<file path="src/rtl/sum_accum.sv">
// Burst accumulator: sums a length-prefixed burst of adder results and
// presents the registered total plus a sticky overflow flag on a valid/ready port.
module sum_accum #(
    parameter int unsigned DATA_W = 32,
    parameter int unsigned ACC_W  = 40,
    parameter int unsigned LEN_W  = 5
) (
    input  logic              clk,
    input  logic              rst_n,
    input  logic              start,
    input  logic [LEN_W-1:0]  len,
    input  logic              in_valid,
    input  logic [DATA_W-1:0] in_data,
    output logic              in_ready,
    output logic              out_valid,
    input  logic              out_ready,
    output logic [ACC_W-1:0]  out_sum,
    output logic              out_ovf,
    output logic              busy
);

    localparam int unsigned SUM_W = ACC_W + 1;

    localparam logic [1:0] IDLE  = 2'd0;
    localparam logic [1:0] ACCUM = 2'd1;
    localparam logic [1:0] DONE  = 2'd2;

    logic [1:0]       state;
    logic [1:0]       state_nxt;
    logic [ACC_W-1:0] acc;
    logic [ACC_W-1:0] acc_nxt;
    logic [LEN_W-1:0] cnt;
    logic [LEN_W-1:0] cnt_nxt;
    logic             ovf;
    logic             ovf_nxt;
    logic [SUM_W-1:0] add_c;
    logic             beat_c;
    logic             enter_done_c;

    // in_ready is a register that mirrors state==ACCUM, so it gates the beat directly
    assign beat_c       = in_valid && in_ready;
    assign add_c        = SUM_W'(acc) + SUM_W'(in_data);
    assign enter_done_c = (state_nxt == DONE) && (state != DONE);

    // State and datapath registers
    always_ff @(posedge clk or negedge rst_n) begin
        if (!rst_n) begin
            state <= IDLE;
            acc   <= '0;
            cnt   <= '0;
            ovf   <= 1'b0;
        end else begin
            state <= state_nxt;
            acc   <= acc_nxt;
            cnt   <= cnt_nxt;
            ovf   <= ovf_nxt;
        end
    end

    // Next-state and datapath update
    always_comb begin
        state_nxt = state;
        acc_nxt   = acc;
        cnt_nxt   = cnt;
        ovf_nxt   = ovf;
        case (state)
            IDLE: begin
                if (start) begin
                    acc_nxt = '0;
                    ovf_nxt = 1'b0;
                    cnt_nxt = len;
                    if (len == '0) begin
                        state_nxt = DONE;
                    end else begin
                        state_nxt = ACCUM;
                    end
                end
            end
            ACCUM: begin
                if (beat_c) begin
                    acc_nxt = add_c[ACC_W-1:0];
                    ovf_nxt = ovf | add_c[ACC_W];
                    cnt_nxt = cnt - LEN_W'(1);
                    if (cnt == LEN_W'(1)) begin
                        state_nxt = DONE;
                    end
                end
            end
            DONE: begin
                if (out_ready) begin
                    state_nxt = IDLE;
                end
            end
            default: begin
                state_nxt = IDLE;
            end
        endcase
    end

    // Registered outputs; the result is captured once on entry to DONE and held
    always_ff @(posedge clk or negedge rst_n) begin
        if (!rst_n) begin
            in_ready  <= 1'b0;
            out_valid <= 1'b0;
            busy      <= 1'b0;
            out_sum   <= '0;
            out_ovf   <= 1'b0;
        end else begin
            in_ready  <= (state_nxt == ACCUM);
            out_valid <= (state_nxt == DONE);
            busy      <= (state_nxt != IDLE);
            if (enter_done_c) begin
                out_sum <= acc_nxt;
                out_ovf <= ovf_nxt;
            end
        end
    end

endmodule

</file>
<file path="config.mk">
export PLATFORM = sky130hd
export DESIGN_NAME = sum_accum
export DESIGN_NICKNAME = d
export VERILOG_FILES = /design/src/rtl/sum_accum.sv
export SDC_FILE = /design/constraint.sdc
export NUM_CORES = 1
export LEC_CHECK = 0
export ABC_AREA = 1
export CAP_MARGIN = 20
export CORE_ASPECT_RATIO = 1.25
export CORE_MARGIN = 5
export CORE_UTILIZATION = 26
export CTS_BUF_LIST = sky130_fd_sc_hd__clkbuf_8 sky130_fd_sc_hd__clkbuf_16
export DETAILED_ROUTE_END_ITERATION = 6
export DONT_BUFFER_PORTS = 1
export GPL_TIMING_DRIVEN = 1
export PLACE_DENSITY = 0.51
export SYNTH_ARGS = -nofsm -noshare
export SYNTH_HDL_FRONTEND = slang
export SYNTH_SLANG_ARGS = --single-unit
</file>
<file path="constraint.sdc">
create_clock -name clk -period 4.3 [get_ports clk]
set_clock_uncertainty 0.1 [all_clocks]
set_input_delay 0.86 -clock clk [delete_from_list [all_inputs] [get_ports clk]]
set_output_delay 0.86 -clock clk [all_outputs]
set_load 0.03 [all_outputs]
</file>
After elaboration in Yosys (flattened, before gate mapping)
Index checks and enable logic that the tools add are counted.
Word-level totals
  register bits after elaboration: 92
  input bits: 42
  output and inout port bits: 44
Operators by class
  add/sub/neg operators: 2
  equality and inequality tests: 8
  mux-type cells: 15
  bitwise logic cells: 1
  reduce and logical (&&, ||, !) cells: 7
Operators by type and width (count)
  two-way mux 40 bit: 2
  one-hot mux 40 bit (2 select lines): 1
  adder 40 x 32 -> 41 bit: 1
  two-way mux 2 bit: 5
  two-way mux 5 bit: 2
  one-hot mux 5 bit (2 select lines): 1
  != test 2 bit (second input constant): 3
  one-hot mux 2 bit (3 select lines): 1
  == test 5 x 1 -> 1 bit (second input constant): 1
  zero test 5 bit: 1
  subtractor 5 x 1 -> 5 bit (second input constant): 1
  == test 2 x 1 -> 1 bit (second input constant): 2
  == test 2 bit (second input constant): 2
  nonzero test 2 bit: 2
  AND reduction 3 bit: 1
  logical AND 1 bit: 2
  zero test 2 bit: 1
  two-way mux 1 bit: 2
  one-hot mux 1 bit (2 select lines): 1
  bitwise OR 1 bit: 1

Logic depth before layout (Yosys ltp)
Gate-level depths: netlist of run 1.
  depth in word-level cells: 6
  depth in mapped cells: 16

Least setup slack after synthesis of run 1
Ideal clock, no wire load.
  path kind: input -> register
  start: input in_data[0]
  end: register out_ovf
  library setup time: 0.065 ns
  arrival time: 2.549 ns
  data required time: 4.135 ns
  setup slack: 1.586 ns
  stages: 14
  buffers on the path: 0
  cells stage by stage: ha_1 inv_1 fa_1 nor2_1 nor2_1 o21ai_1 nand2_1 nand2_1 nand3_1 nand2_1 nand2_1 o21ai_1 nand2_1 nand2_1
On the way
  longest elaborated chain between the ends: 4
RTL lines
  start, declared: RTL line 13  | input logic [DATA_W-1:0] in_data,
  adder 40 x 32 -> 41 bit: RTL line 42  | assign add_c = SUM_W'(acc) + SUM_W'(in_data);
  bitwise OR 1 bit: RTL line 82  | ovf_nxt = ovf | add_c[ACC_W];
  two-way mux 1 bit: RTL line 80  | if (beat_c) begin
  one-hot mux 1 bit (2 select lines): RTL line 66  | case (state)
  via ovf_nxt: RTL line 35  | logic ovf_nxt;
  end signal, assigned: RTL line 114  | out_ovf <= ovf_nxt;
  end, declared: RTL line 18  | output logic out_ovf,
The timed path passes the listed nets, and every way through them passes these cells.
A chain may end at the register's enable or synchronous reset.

Worst setup path in the final report of run 1
  start: register state[0]
  end: register out_sum[15]
RTL lines
  start, declared: RTL line 28  | logic [1:0] state;
  start signal, assigned: RTL line 53  | state <= state_nxt;
  == test 2 x 1 -> 1 bit or zero test 2 bit (tied branches): RTL line 66
  one-hot mux 40 bit (2 select lines) *: RTL line 66
  via acc_nxt[15]: RTL line 31  | logic [ACC_W-1:0] acc_nxt;
  end signal, assigned: RTL line 113  | out_sum <= acc_nxt;
  end, declared: RTL line 17  | output logic [ACC_W-1:0] out_sum,
Mark *: on every way through the listed nets, which the timed path passes. The rest lies on a longest branch.

==> results of run 1 <==
==> power breakdown <==
part,internal [uW],total [uW],switching (uW)
Combinational,687,2140,1450
Sequential,1130,1580,451
Clock,426,828,402
==> registers in the layout (all words and copies together), names as in the netlist <==
register / count
acc: 40
busy: 1
cnt: 5
in_ready: 1
out_ovf: 1
out_sum: 40
out_valid: 1
ovf: 1
state: 2
==> per-layer routing <==
metal / track usage / part of all wire / up-vias
li1: - / - / 3281
met4: 0.0523 / 0.019 / 0
met3: 0.0334 / 0.045 / 22
met1: 0.186 / 0.45 / 2920
met5: 0 / 0 / -
met2: 0.257 / 0.49 / 114
==> layout make-up <==
class                           count  share of cell area
Sequential cell                    92               0.312
Clock inverter                      6             0.00883
Multi-Input combinational cell    786               0.498
Clock buffer                       10              0.0324
Timing Repair Buffer                4             0.00407
Inverter                          171              0.0871
Tap cell                          335              0.0569
Antenna cell                        1            0.000340
==> synthesized netlist by cell type (2+ instances only) <==
| cell | number |
|---|---|
| nand2_1 | 464 |
| inv_1 | 165 |
| dfrtp_1 | 92 |
| nor2_1 | 87 |
| nand3_1 | 73 |
| ha_1 | 34 |
| a21oi_1 | 33 |
| o21ai_0 | 29 |
| clkbuf_1 | 14 |
| xor2_1 | 9 |
| nor3_1 | 7 |
| o21bai_1 | 6 |
| o22ai_1 | 5 |
| xnor2_1 | 5 |
| a21boi_0 | 4 |
| buf_2 | 4 |
| inv_2 | 4 |
| nand4_1 | 4 |
| or2_2 | 4 |
| a31oi_1 | 3 |
| and2_1 | 2 |
| buf_6 | 2 |
| clkinv_1 | 2 |
| nor2_4 | 2 |
| nor4_1 | 2 |
| o211ai_1 | 2 |
| o21ai_1 | 2 |
==> kinds of logic after synthesis <==
logic type	Yosys count	share of synthesized area
DFF	92	0.343
adders and majority gates	35	0.0663
AOI/OAI and AO/OA	89	0.0748
and+or+nand+nor	648	0.387
buffers and inverters	193	0.111
xor gates and xnor gates	14	0.0182
==> worst max-delay path: cells and delay by family (launching register included) <==
kind,cells,cell delay (ps)
DFF,1,420
and+or+nand+nor,5,1110
buffers and inverters,3,1140
AOI/OAI and AO/OA,1,220
==> worst max-delay path by stage <==
stage | cells after the start | to | slack (ps)
after global routing | 9 | out_sum[15] | 980
after global placement | 9 | out_sum[32] | 1050
after CTS | 9 | out_sum[15] | 1130
after detailed placement | 9 | out_sum[32] | 1040
final | 9 | out_sum[15] | 1190
after floorplan | 14 | out_ovf | 1590
==> through the flow <==
step                std cells  hold slack [ps]  power [uW]  instance area (sq um)
floorplan                1071              364        3130                   6720
global placement         1388              385        3730                   7060
detailed placement       1388              397        3730                   7060
CTS                      1404             68.4        4590                   7370
global route             1405             68.9        4960                   7370
finish                   1405             82.1        4550                   7370
==> impl_metrics.env, run 1 <==
export IMPL_ctsResizeCount=0
export IMPL_htree_levels=3
export IMPL_n_fill_cell=2847
export IMPL_root_buffer="clkbuf_16"
export IMPL_drc=0
export IMPL_grt_antenna_before_repair=1
export IMPL_clk_path_buf_depth=2
export IMPL_die_height_um=190
export IMPL_hold_path_class="in -> async"
export IMPL_layout_common_cells="nand2_1, inv_1, dfrtp_1, nor2_1, nand3_1"
export IMPL_fp_row_count=65
export IMPL_layout_area_seq_sq_um=2300
export IMPL_reg2reg_slack_ps=1190
export IMPL_drv_slew=0
export IMPL_vias_per_cell=4.51
export IMPL_power_leakage_uw=0.00422
export IMPL_grt_usage=0.150
export IMPL_wl_per_cell_um=15.5
export IMPL_clk_latency_ps=370
export IMPL_pre_cts_ws_ps=1040
export IMPL_grt_max_degree=93
export IMPL_setup_viol=0
export IMPL_drtPass1Iterations=6
export IMPL_netlist_area_leader_share=0.343
export IMPL_ir_worst_vdd_mv=0.246
export IMPL_path_cells="inv_2 -> nor2_4 -> inv_2 -> nand2_1 -> clkinv_1 -> nand2_1 -> o21ai_0 -> nand2_1 -> nand2_1"
export IMPL_maxSlewHeadroom=0.503
export IMPL_fmax_ghz=0.322
export IMPL_hold_viol=0
export IMPL_ys_types=38
export IMPL_timing_final_crit_share=0.723
export IMPL_cp_slowest_cell="clkinv_1"
export IMPL_ant_nets=0
export IMPL_die_area_sq_um=29200
export IMPL_gpl_final_weighted_congestion=0.906
export IMPL_fin_nets=1141
export IMPL_grt_pass1_vias=6237
export IMPL_multiInputGateArea_sq_um=3670
export IMPL_r2r_end="out_sum[15]"
export IMPL_cp_data_required_time_ps=4470
export IMPL_cts_sinks=92
export IMPL_rr_worst_depth=9
export IMPL_arrival_ps=3270
export IMPL_syn_inst=1071
export IMPL_synth_edf_count=0
export IMPL_syn_area_sq_um=6720
export IMPL_end_kind="flip-flop"
export IMPL_start_util=0.265
export IMPL_powerDensity_nw_per_um2=617
export IMPL_finalWorstSetupSlack_ps=1190
export IMPL_vias=6337
export IMPL_period_needed_ps=3110
export IMPL_yosys_most_used_dff="dfrtp_1"
export IMPL_clkTransAtPathRegs_ps=80
export IMPL_drt_initial_drc_count=353
export IMPL_hold_buffers=0
export IMPL_ys_seq_area_frac=0.343
export IMPL_grt_pass1_wl_um=34200
export IMPL_crit_start="state[0]"
export IMPL_cts_buffers_inserted=9
export IMPL_fin_util=0.290
export IMPL_final_common_cell="nand2_1"
export IMPL_cp_max_fo=25
export IMPL_dp_hpwl_um=17100
export IMPL_synthArstFlopShare=1.00
export IMPL_yosysTopAreaCell="dfrtp_1"
export IMPL_syn_avg_cell_area_sq_um=6.28
export IMPL_cap_violations=0
export IMPL_ios=86
export IMPL_area_delta_synth_final_pct=9.66
export IMPL_rr_startpoint="state[0]"
export IMPL_dieWidth_um=154
export IMPL_synth_ff_latch_count=92
export IMPL_slowest_delay_ps=700
export IMPL_status="completed"
export IMPL_start_kind="flip-flop"
export IMPL_tritoncts="built"
export IMPL_syn_num_nets=1148
export IMPL_tns_ps=0
export IMPL_yosys_warnings=0
export IMPL_drive_gt1_frac=0.0299
export IMPL_path_class="reg -> reg"
export IMPL_io_buffers=0
export IMPL_post_cts_buffers=0
export IMPL_wl_um=21700
export IMPL_rsz0062_at_grt="no"
export IMPL_crit_top_cell="nand2_1"
export IMPL_grt_ovfl_total=0
export IMPL_tightest_slew_ps=741
export IMPL_synth_area_leaders="dfrtp_1, nand2_1, inv_1"
export IMPL_core_area_sq_um=25400
Note: power is estimated with default switching activity, not from simulation.
==> run 2: changes to the inputs <==
clock period = 2.9 ns   (was 4.3 ns; I/O delays follow)
==> run 2 against run 1 <==
- final cell count grew 0.57%
- sequential share of layout area shrank 0.41 points
- flip-flop and latch count is the same
- global-route usage grew 0.78 points
- largest cell class unchanged
==> impl_metrics.env, run 2 (synthesized netlist as in run 1, its figures left out) <==
export IMPL_status="completed"
export IMPL_fin_nets=1149
export IMPL_maxSlewHeadroom=0.461
export IMPL_arrival_ps=2800
export IMPL_wl_um=22500
export IMPL_drt_initial_drc_count=410
export IMPL_largest_registers="acc: 40 flops, out_sum: 40 flops, cnt: 5 flops"
export IMPL_drv_slew=0
export IMPL_slowest_delay_ps=600
export IMPL_grt_antenna_before_repair=2
export IMPL_cts_buffers_inserted=9
export IMPL_finalWorstSetupSlack_ps=306
export IMPL_vias=6421
export IMPL_drc=0
export IMPL_grt_usage=0.158
export IMPL_cp_max_fo=38
export IMPL_layout_area_seq_sq_um=2300
export IMPL_grt_pass1_wl_um=35900
export IMPL_vias_per_cell=4.54
export IMPL_rsz0062_at_grt="no"
export IMPL_finalPower_uw=6910
export IMPL_final_common_cell="nand2_1"
export IMPL_htree_levels=3
export IMPL_p_sw_frac=0.502
export IMPL_core_area_sq_um=25400
export IMPL_drive_gt1_frac=0.0371
export IMPL_reg2reg_slack_ps=310
export IMPL_clkTransAtPathRegs_ps=70
export IMPL_root_buffer="clkbuf_16"
export IMPL_grt_max_degree=93
export IMPL_tritoncts="built"
export IMPL_ios=86
export IMPL_multiInputGateArea_sq_um=3670
export IMPL_grt_pass1_vias=6386
export IMPL_start_kind="flip-flop"
export IMPL_hold_path_class="in -> async"
export IMPL_power_frac_comb=0.476
export IMPL_die_height_um=190
export IMPL_ir_worst_vdd_mv=0.386
export IMPL_clockPowerShare=0.184
export IMPL_clk_path_buf_depth=2
export IMPL_area_delta_synth_final_pct=11.1
export IMPL_path_cells="inv_2 -> nor2_4 -> inv_2 -> nor2_8 -> inv_2 -> o32ai_1 -> nor2_1 -> nor2_4 -> inv_2 -> nand2_1 -> nand2_1"
export IMPL_period_needed_ps=2590
export IMPL_drtPass1Iterations=5
export IMPL_tightest_slew_ps=807
export IMPL_fin_util=0.294
export IMPL_gpl_final_weighted_congestion=0.905
export IMPL_io_buffers=0
export IMPL_cts_sinks=92
export IMPL_fmax_ghz=0.385
export IMPL_grt_ovfl_total=0
export IMPL_powerDensity_nw_per_um2=926
export IMPL_cp_slowest_cell="inv_2"
export IMPL_path_class="reg -> reg"
export IMPL_netSwitchingPower_uw=3470
export IMPL_tns_ps=0
export IMPL_hold_viol=0
export IMPL_timing_final_crit_share=0.895
export IMPL_p_int_uw=3440
export IMPL_ant_nets=0
export IMPL_die_area_sq_um=29200
export IMPL_clk_latency_ps=370
export IMPL_n_fill_cell=2877
export IMPL_cap_violations=0
export IMPL_fp_row_count=65
export IMPL_cp_data_required_time_ps=3100
export IMPL_start_util=0.265
export IMPL_postLayoutCellArea_sq_um=7470
export IMPL_crit_top_cell="inv_2"
export IMPL_place_area_sq_um=7130
export IMPL_wl_per_cell_um=15.9
export IMPL_power_frac_seq=0.340
export IMPL_dieWidth_um=154
export IMPL_setup_viol=0
export IMPL_pre_cts_ws_ps=197
export IMPL_end_kind="flip-flop"
export IMPL_dp_hpwl_um=17600
export IMPL_power_leakage_uw=0.00428
export IMPL_layout_common_cells="nand2_1, inv_1, dfrtp_1, nor2_1, nand3_1"
==> run 2: cell type report <==
type | instances | area share
Timing Repair Buffer | 12 | 0.0164
Clock buffer | 10 | 0.0320
Inverter | 171 | 0.0859
Sequential cell | 92 | 0.308
Multi-Input combinational cell | 786 | 0.492
Clock inverter | 6 | 0.00938
Antenna cell | 1 | 0.000335
Tap cell | 335 | 0.0561
==> run 2: worst max-delay path: cells and delay by family (launching register included) <==
| kind | cells | cell delay, ps |
|---|---|---|
| simple gates | 6 | 790 |
| compound gates | 1 | 110 |
| buf+inv | 4 | 1090 |
| flops | 1 | 430 |
==> run 2: layer usage <==
metal  up-vias  part of all wire  track usage
li1       3304                 -            -
met1      2965              0.44        0.198
met2       127              0.49        0.270
met3        23             0.051       0.0353
met4         2             0.019       0.0510
met5         -           0.00058            0
==> run 2: metrics by stage <==
step,instances,hold slack (ps)
global placement,1395,189
global route,1413,65.9
finish,1413,16.4
detailed placement,1395,187
CTS,1412,34.8
floorplan,1071,184
==> run 2: repair_timing <==
item / CTS / global route
hold buffers: 1 / 0
endpoints found under the hold margin: 92 / 0
buffers inserted: 0 / 0
resized for setup: 0 / 0
==> run 2: path summary, 6_finish.rpt <==
path                          start           to  depth (start not counted)
setup reg to reg           state[0]  out_sum[30]                         11
max in group asynchronous     rst_n      acc[25]                          1
min in group clk             len[1]       cnt[1]                          2
hold / removal                rst_n   out_sum[1]                          1
hold reg to reg                 ovf          ovf                          2
setup / recovery           state[0]  out_sum[30]                         11
==> run 2: power groups by stage <==
| stage | clock network (uW) | logic, uW | registers (uW) |
|---|---|---|---|
| finish | 1270 | 3290 | 2350 |
| global placement | 0 | 3260 | 2380 |
| CTS | 1320 | 3330 | 2360 |
| floorplan | 0 | 2390 | 2240 |
| detailed placement | 0 | 3270 | 2380 |
| global route | 1370 | 3770 | 2410 |
